## src/rtl/pipeline_hazard_controller.sv

```systemverilog
// Stall/flush sequencer for the 5-stage pipeline: arbitrates memory wait,
// taken-branch flush and load-use stall, driving registered pipeline controls.
module pipeline_hazard_controller #(
   parameter int unsigned REG_ADDR_W    = 4,
   parameter logic [3:0]  BRANCH_OPCODE = 4'b1011,
   parameter int unsigned FLUSH_CYCLES  = 2,
   parameter int unsigned MEM_TIMEOUT   = 15
) (
   input  logic                  clock,
   input  logic                  reset_n,
   input  logic                  idex_memread,
   input  logic [REG_ADDR_W-1:0] idex_rd,
   input  logic [REG_ADDR_W-1:0] ifid_rs1,
   input  logic [REG_ADDR_W-1:0] ifid_rs2,
   input  logic                  ifid_uses_rs2,
   input  logic [3:0]            exmem_opcode,
   input  logic                  exmem_zero,
   input  logic                  mem_req,
   input  logic                  mem_ack,
   output logic                  pc_write_en,
   output logic                  ifid_write_en,
   output logic                  idex_bubble,
   output logic                  flush,
   output logic                  mem_stall,
   output logic                  mem_timeout_err,
   output logic [15:0]           stall_count
);

   localparam int unsigned FCNT_W = (FLUSH_CYCLES > 1) ? $clog2(FLUSH_CYCLES) : 1;
   localparam int unsigned WCNT_W = $clog2(MEM_TIMEOUT + 1);
   localparam int unsigned SCNT_W = 16;

   typedef enum logic [1:0] {
      ST_RUN        = 2'd0,
      ST_LOAD_STALL = 2'd1,
      ST_FLUSH      = 2'd2,
      ST_MEM_WAIT   = 2'd3
   } state_e;

   state_e              state_q, state_d;
   logic [FCNT_W-1:0]   fcnt_q, fcnt_d;
   logic [WCNT_W-1:0]   wcnt_q, wcnt_d;
   logic                prev_ls_q;
   logic                err_q, err_d;
   logic                pc_we_q, pc_we_d;
   logic                ifid_we_q, ifid_we_d;
   logic                bubble_q, bubble_d;
   logic                flush_q, flush_d;
   logic                mem_stall_q, mem_stall_d;
   logic [SCNT_W-1:0]   scnt_q, scnt_d;

   logic branch_taken_c;
   logic load_use_c;

   assign branch_taken_c = (exmem_opcode == BRANCH_OPCODE) && !exmem_zero;
   assign load_use_c     = idex_memread && (idex_rd != '0) &&
                           ((idex_rd == ifid_rs1) || (ifid_uses_rs2 && (idex_rd == ifid_rs2)));

   // Next-state arbitration and output decode of the state being entered
   always_comb begin
      state_d     = state_q;
      fcnt_d      = fcnt_q;
      wcnt_d      = wcnt_q;
      err_d       = err_q;
      pc_we_d     = 1'b1;
      ifid_we_d   = 1'b1;
      bubble_d    = 1'b0;
      flush_d     = 1'b0;
      mem_stall_d = 1'b0;

      case (state_q)
         ST_RUN: begin
            if (mem_req && !mem_ack) begin
               state_d = ST_MEM_WAIT;
               wcnt_d  = WCNT_W'(1);
            end else if (branch_taken_c) begin
               state_d = ST_FLUSH;
               fcnt_d  = FCNT_W'(FLUSH_CYCLES - 1);
            end else if (load_use_c && !prev_ls_q) begin
               state_d = ST_LOAD_STALL;
            end
         end
         ST_LOAD_STALL: state_d = ST_RUN;
         ST_FLUSH: begin
            if (fcnt_q == '0) begin
               state_d = ST_RUN;
            end else begin
               fcnt_d = fcnt_q - FCNT_W'(1);
            end
         end
         ST_MEM_WAIT: begin
            // An ack arriving on the timeout cycle still completes cleanly
            if (mem_ack) begin
               state_d = ST_RUN;
            end else if (wcnt_q == WCNT_W'(MEM_TIMEOUT)) begin
               err_d   = 1'b1;
               state_d = ST_RUN;
            end else begin
               wcnt_d = wcnt_q + WCNT_W'(1);
            end
         end
         default: state_d = ST_RUN;
      endcase

      case (state_d)
         ST_LOAD_STALL: begin
            pc_we_d   = 1'b0;
            ifid_we_d = 1'b0;
            bubble_d  = 1'b1;
         end
         ST_FLUSH: begin
            bubble_d = 1'b1;
            flush_d  = 1'b1;
         end
         ST_MEM_WAIT: begin
            pc_we_d     = 1'b0;
            ifid_we_d   = 1'b0;
            mem_stall_d = 1'b1;
         end
         default: ;
      endcase
   end

   // Saturating count of cycles in which the PC was held
   always_comb begin
      scnt_d = scnt_q;
      if (!pc_we_q && (scnt_q != {SCNT_W{1'b1}})) begin
         scnt_d = scnt_q + SCNT_W'(1);
      end
   end

   always_ff @(posedge clock or negedge reset_n) begin
      if (!reset_n) begin
         state_q     <= ST_RUN;
         fcnt_q      <= '0;
         wcnt_q      <= '0;
         prev_ls_q   <= 1'b0;
         err_q       <= 1'b0;
         pc_we_q     <= 1'b1;
         ifid_we_q   <= 1'b1;
         bubble_q    <= 1'b0;
         flush_q     <= 1'b0;
         mem_stall_q <= 1'b0;
         scnt_q      <= '0;
      end else begin
         state_q     <= state_d;
         fcnt_q      <= fcnt_d;
         wcnt_q      <= wcnt_d;
         prev_ls_q   <= (state_q == ST_LOAD_STALL);
         err_q       <= err_d;
         pc_we_q     <= pc_we_d;
         ifid_we_q   <= ifid_we_d;
         bubble_q    <= bubble_d;
         flush_q     <= flush_d;
         mem_stall_q <= mem_stall_d;
         scnt_q      <= scnt_d;
      end
   end

   assign pc_write_en     = pc_we_q;
   assign ifid_write_en   = ifid_we_q;
   assign idex_bubble     = bubble_q;
   assign flush           = flush_q;
   assign mem_stall       = mem_stall_q;
   assign mem_timeout_err = err_q;
   assign stall_count     = scnt_q;

endmodule

```

## config.mk

```make
export PLATFORM = sky130hd
export DESIGN_NAME = pipeline_hazard_controller
export DESIGN_NICKNAME = d
export VERILOG_FILES = /design/src/rtl/pipeline_hazard_controller.sv
export SDC_FILE = /design/constraint.sdc
export NUM_CORES = 1
export LEC_CHECK = 0
export CAP_MARGIN = 30
export CELL_PAD_IN_SITES_DETAIL_PLACEMENT = 0
export CELL_PAD_IN_SITES_GLOBAL_PLACEMENT = 1
export CORE_MARGIN = 3
export CORE_UTILIZATION = 32
export DETAILED_ROUTE_END_ITERATION = 6
export PLACE_DENSITY_LB_ADDON = 0.1
export SLEW_MARGIN = 10
export SYNTH_ARGS = -nofsm -noshare
export SYNTH_HDL_FRONTEND = slang
export SYNTH_SLANG_ARGS = --single-unit
```

## constraint.sdc

```tcl
create_clock -name clock -period 1.8 [get_ports clock]
set_input_delay 0.18 -clock clock [delete_from_list [all_inputs] [get_ports clock]]
set_output_delay 0.18 -clock clock [all_outputs]
set_load 0.005 [all_outputs]
```

==> summary.md, run 1 <==
| Metric | Value |
|---|---|
| DR vias/cell | between 4 and 5 |
| RSZ-0062 raised after global routing | yes |
| Req. time, crit path | 1970 ps |
| Post-synth EDFFs | 0 |
| Ports | 45 |
| Register area share after synthesis | approximately 50% |
| CTS Buf Count | 5 |
| Antenna violations before repair | 0 |
| Crit share post-route | 98.65% |
| DRC | 0 |
| Initial DRC Count | 58 |
| Leakage power | 1.044 nW |
| P&R area growth vs syn | 56.10% |
| Crit Path Max Fanout | 7 |
| FILL cells | 377 |
| Clk root buf | clkbuf_8 |
| Port Buf Inserts | 44 |
| Synth cell types | 32 |
| Initial DRT Pass Iterations | 4 |
| Worst setup EP type | flop |
| Max-Cap Viols | 0 |
| Via count | 1293 |
| Final HPWL DP | 2644 um |
| Worst-Margin Slew | ~450 ps |
| Synth top area share | 48.48% |
| Full die area | 0.005358 mm^2 |
| Gp weighted congestion | 0.7729 |
| Starting Density | 34.63% |
| Async SR Flop Fraction | 100.0% |
| CTS tree | yes |
| H-tree depth | 2 |
| Relative slew slack | 69.46% |
| Hold-fix buffers, CTS | 0 |
| Post-placement cell area | 0.002121 mm^2 |
| GRT Total Usage | between 10 and 15% |
| PwrDens | 883.1 mW/mm^2 |
| HP Class | input port to asynchronous set/reset pin |
| Design area | 0.002256 mm^2 |
| Cell Rows | 23 |
| Clock Sinks | 29 |
| Final wirelength | 3469 um |
| Finish-stage setup viols | 0 |
| Fin nets | 237 |
| Tmin final | 1776 ps |
| Routed length per instance | 13.29 um |
| Core Area | between 0.004 and 0.005 mm^2 |
| Remaining antenna violation count | 0 |
| WS Path Type | flop to flop |
| Setup ws final | 24.27 ps |
| Most used DFF post-synth | dfrtp_1 |
| Clock Latency Late Sink | around 280 ps |
| Ys Warns | 0 |
| Share of layout cells above drive strength 1 | 20.38% |
| Largest net degree at the start of global routing | 30 |
| CTS clk-pin slew, worst paths | 60 ps |
| Die height | around 73 um |
| N_diodes | 0 |
| Worst EP arrival | 1940 ps |
| CTS max path bufs | 2 |
| Peak VDD IR | 0.0004651 V |
| Synth area leaders | dfrtp_1 48%, xor2_1 9.1%, xnor2_1 6.1%, ha_1 3.5%, nand4_1 3.0% |
| Mapped Cells | 132 |
| Post-synthesis register bit count | 29 |
| Pre-CTS setup slack | -129.6 ps |
| First-pass GRT wire length | roughly 5700 um |
| Layout Skew | 7.844 ps |
| Cell area after synthesis | between 0.001 and 0.0015 mm^2 |
| Crit start category | flop |
| Vias in the first global route | 1233 |
| Mapped Nets | 159 |
| Synth area leader | dfrtp_1 |
| Die extent in x | about 73 um |
| Syn Area/Cell | between 10 and 15 um^2 |
| Setup TNS | 0 ps |
| GRT overflow | 0 |
| Max-slew violation count | 0 |
| Final hold vios | 0 |
| Fmax | ~560 MHz |
| Outcome | completed |
final timing paths:
| kind | start | to | slack [ps] | cells after the start |
|---|---|---|---|---|
| max | stall_count[1] | stall_count[1] | 20 | 4 |
| min in group clock | mem_timeout_err | mem_timeout_err | 470 | 1 |
| min | reset_n | stall_count[14] | 300 | 2 |
| max in group asynchronous | reset_n | ifid_write_en | 1190 | 2 |
| min reg2reg | mem_timeout_err | mem_timeout_err | 470 | 1 |
| max reg2reg | stall_count[1] | stall_count[1] | 20 | 4 |
metrics by stage:
stage | std cells | power [W] | hold slack (ps) | util, %
floorplan | 132 | 0.001036 | -115.6 | -
global placement | 249 | 0.001410 | 452.4 | 50.82
detailed placement | 249 | 0.001436 | 469.8 | 50.82
CTS | 257 | 0.001944 | 306.4 | 52.74
global route | 261 | 0.002124 | 307.9 | 54.06
finish | 261 | 0.001992 | 297.1 | 54.06
critical path: stages, from the launching register on:
cell and delay, ps:
dfrtp_1 400, ha_4 160, nand4_1 160, o41a_1 600
mux2_4 340
cells in the mapped netlist, types with 3 or more instances:
master,count
dfrtp_1,28
ha_1,4
nand2_1,10
nand2b_1,3
nand3_1,8
nand4_1,7
nor2_1,5
nor3_1,7
nor4_1,7
xnor2_1,10
xor2_1,15
layout by cell type, fill, tap and decap left out, types with 2 or more instances in the layout:
cell	instances
clkdlybuf4s50_1	44
dfrtp_1	28
buf_4	28
xor2_1	15
nand2_1	10
xnor2_1	10
nor4_1	7
nand4_1	7
nor3_1	7
nand3_1	7
nor2_1	5
clkbuf_8	5
nand2b_1	3
clkbuf_1	3
a31o_2	2
inv_1	2
o21ai_0	2
a21o_1	2
and4_1	2
and3_1	2
a21oi_1	2
ha_1	2
power by group:
group	internal, W	switching, W
clock	0.000274	0.000230
combinational	0.000422	0.000254
sequential	0.000745	0.0000677
total	0.00144	0.000551
layout make-up:
type | count | area [um^2] | area share [%]
clock buffers | 8 | 80.08 | 3.550
repair buffers | 72 | 650.6 | 28.84
well taps | 50 | 62.56 | 2.773
inverters | 2 | 7.507 | 0.3328
flip-flops and latches | 29 | 726.9 | 32.22
multi-input cells | 100 | 728.2 | 32.28
sequential cells by signal (all words and copies together), names as in the netlist:
signal           cells
stall_count         16
wcnt_q               4
state_q              2
fcnt_q               1
flush                1
idex_bubble          1
ifid_write_en        1
mem_stall            1
mem_timeout_err      1
prev_ls_q            1
cell families (layout without fill, tap and decap cells):
group	after synthesis	after routing	synth area share (%)
buffers and inverters	3	82	1.039
XOR/XNOR	25	25	15.15
multiplexers	1	1	1.039
adder cells (fa/ha/maj)	4	4	3.463
AND/OR/NAND/NOR	57	57	22.25
flip-flops	29	29	50.30
AO/OA/AOI/OAI	13	13	6.754
routing by layer:
layer | track usage (%) | wire length (um) | share of wire, % | vias up
li1 | - | - | - | 637
met1 | 17.75 | 1484 | 43 | 611
met2 | 22.14 | 1735 | 50 | 41
met3 | 5.510 | 202 | 5.8 | 4
met4 | 4.918 | 46 | 1.3 | 0
met5 | 0 | 0 | 0 | -
what timing repair did:
action	4_1_cts	5_1_grt
setup buffers	0	4
hold endpoints to repair	0	0
gates cloned	0	0
pin swaps	1	5
endpoints found under the setup margin	1	10
resized for setup	0	6
(Power assumes the default switching activity.)
==> inputs of run 2 (changes only) <==
Settings changed: GPL_TIMING_DRIVEN set to 0.
==> run 2 against run 1 <==
The flow now finishes with violations (setup timing). Sequential cell count is the same. First-iteration DRC count grew 29%. Hold slack gained 160 ps. Sequential power grew 6.5%. Count of clock-buffer cells in the layout is the same. Core utilization shrank 2.4 points. Maximum frequency shrank 2.3%. Highest routed layer unchanged. Via count shrank 4.9%. Final area shrank 4.5%.
==> summary.md, run 2 (synthesis results as in run 1) <==
| Metric | Value |
|---|---|
| FF-to-FF Start | stall_count[1] |
| CTS max path bufs | 2 |
| Failing checks | setup timing |
| CP max stage cell | o41a_1 |
| Remaining antenna violation count | 0 |
| Clock Latency Late Sink | ~280 ps |
| Via count | 1229 |
| Core Area | ~0.0042 mm^2 |
| Port Buf Inserts | 44 |
| Die extent in x | 73.20 um |
| Most frequent cells in the layout | 43 x clkdlybuf4s50_1, 25 x dfrtp_1, 15 x xor2_1, 10 x nand2_1, 10 x xnor2_1 |
| Relative slew slack | 56.61% |
| Peak VDD IR | 0.0004365 V |
| Crit start category | flop |
| Final hold vios | 0 |
| Worst reg2reg path depth | 4 |
| Worst Setup EP | stall_count[1] |
| Max-Cap Viols | 0 |
| Fmax | between 500 and 600 MHz |
| Req. time, crit path | 1960 ps |
| Starting Density | 34.63% |
| Max-slew violation count | 0 |
| Critical R2R Capture | stall_count[1] |
| Largest register FFs | 16 |
| Layout Skew | 9.983 ps |
| Fin cells | 242 |
| Crit Path Max Fanout | 7 |
| Initial DRT Pass Iterations | 4 |
| RSZ-0062 raised after global routing | yes |
| Ports | 45 |
| CTS Buf Count | 5 |
| FILL cells | ~380 |
| Gp weighted congestion | 0.7878 |
| PwrDens | 924.4 mW/mm^2 |
| Share of layout cells above drive strength 1 | between 15 and 20% |
| Max incr delay on CP | 600 ps |
| Setup ws final | -18.40 ps |
| Clock Sinks | 29 |
| Initial DRC Count | 75 |
| Worst setup EP type | flop |
| Setup TNS | -18.40 ps |
| GRT Total Usage | 13.49% |
| H-tree depth | 2 |
| GRT overflow | 0 |
| CTS clk-pin slew, worst paths | 70 ps |
| Largest net degree at the start of global routing | 30 |
| Setup slack, reg-to-reg | -20 ps |
| Leakage power | between 0.9 and 1 nW |
| HP Class | input port to asynchronous set/reset pin |
| DRC | 0 |
| WS Path Type | flop to flop |
| Cell Rows | 23 |
| Hold_ws | 456.9 ps |
| Finish-stage setup viols | 1 |
| First-pass GRT wire length | 5623 um |
| Full die area | 0.005358 mm^2 |
| DR vias/cell | 5.079 |
| Worst EP arrival | 1980 ps |
| Vias in the first global route | around 1200 |
| Outcome | complete, but fails checks |
| Die height | 73.20 um |
| Commonest non-fill, non-tap cell in the layout | clkdlybuf4s50_1 |
| P&R area growth vs syn | 49.09% |
| Crit-path cells | ha_4 -> nand4_1 -> o41a_1 -> mux2_4 |
| Multi-input gate area | 758.2 um^2 |
| FF/Latch Area | ~730 um^2 |
| Worst-Margin Slew | between 600 and 700 ps |
| Final Power | 0.001992 W |
| DP Cell Count | 226 |
| Crit share post-route | 101.0% |
| Antenna violations before repair | 0 |
| Tmin final | 1818 ps |
| Final HPWL DP | approximately 2400 um |
| Routed length per instance | 13.29 um |
| Final wirelength | 3215 um |
| CTS tree | yes |
| CP startpoint | stall_count[1] |
| Clk root buf | clkbuf_8 |
| N_diodes | 0 |
| Fin nets | 218 |
[run 2: cell types whose count changed in the layout (fill, tap and decap cells not counted), sizes merged]
cell | before | now
dlygate4sd3 | 0 | 1
buf | 28 | 9
clkdlybuf4s50 | 44 | 43
[run 2: metrics by stage]
| step | instance area, um^2 | util (%) | setup WS, ps |
|---|---|---|---|
| floorplan | 1445 | - | 38.34 |
| global placement | 1948 | 46.69 | -226.4 |
| detailed placement | 1943 | 46.57 | -222.9 |
| CTS | 2074 | 49.72 | 5.439 |
| global route | 2155 | 51.63 | -32.86 |
| finish | 2155 | 51.63 | -18.40 |
[run 2: worst max-delay path: cells and delay by family, from the launching register on]
family          cells  cell delay (ps)
mux                 1              340
fa+ha+maj           1              160
flops               1              410
simple gates        1              190
compound gates      1              600
[run 2: per-layer routing]
metal | up-vias | GRT usage, % | wire, um
met1 | 587 | 17.59 | 1414
met2 | 37 | 20.85 | 1574
met3 | 5 | 4.270 | 188
met5 | - | 0 | 0
met4 | 0 | 4.918 | 38
li1 | 600 | - | -
[run 2: how the worst min path moves through the flow]
| stage | from | endpoint | cells past startpoint |
|---|---|---|---|
| after floorplan | reset_n | fcnt_q | 0 |
| after global placement | mem_timeout_err | mem_timeout_err | 1 |
| after detailed placement | reset_n | stall_count[14] | 1 |
| after CTS | mem_timeout_err | mem_timeout_err | 1 |
| after global routing | mem_timeout_err | mem_timeout_err | 1 |
| final | reset_n | wcnt_q[3] | 2 |
[run 2: final cells by class]
class	instances	area share, %
Timing Repair Buffer	52	23.11
Inverter	2	0.3484
Buffer	1	0.3484
Sequential cell	29	33.91
Tap cell	50	2.904
Multi-Input combinational cell	100	35.19
Clock buffer	8	4.181
[run 2: report_power, final]
part           switching [W]  total, W  internal [W]
clock network       0.000240  0.000551      0.000311
logic               0.000196  0.000574      0.000378
registers           0.000117  0.000866      0.000750
total               0.000552   0.00199       0.00144
[run 2: timing repair]
action	in CTS	in global routing
hold endpoints to repair	28	0
setup endpoints to repair	8	7
pin swaps	1	2
buffers inserted	1	6
hold buffers	1	0
resized for setup	7	6
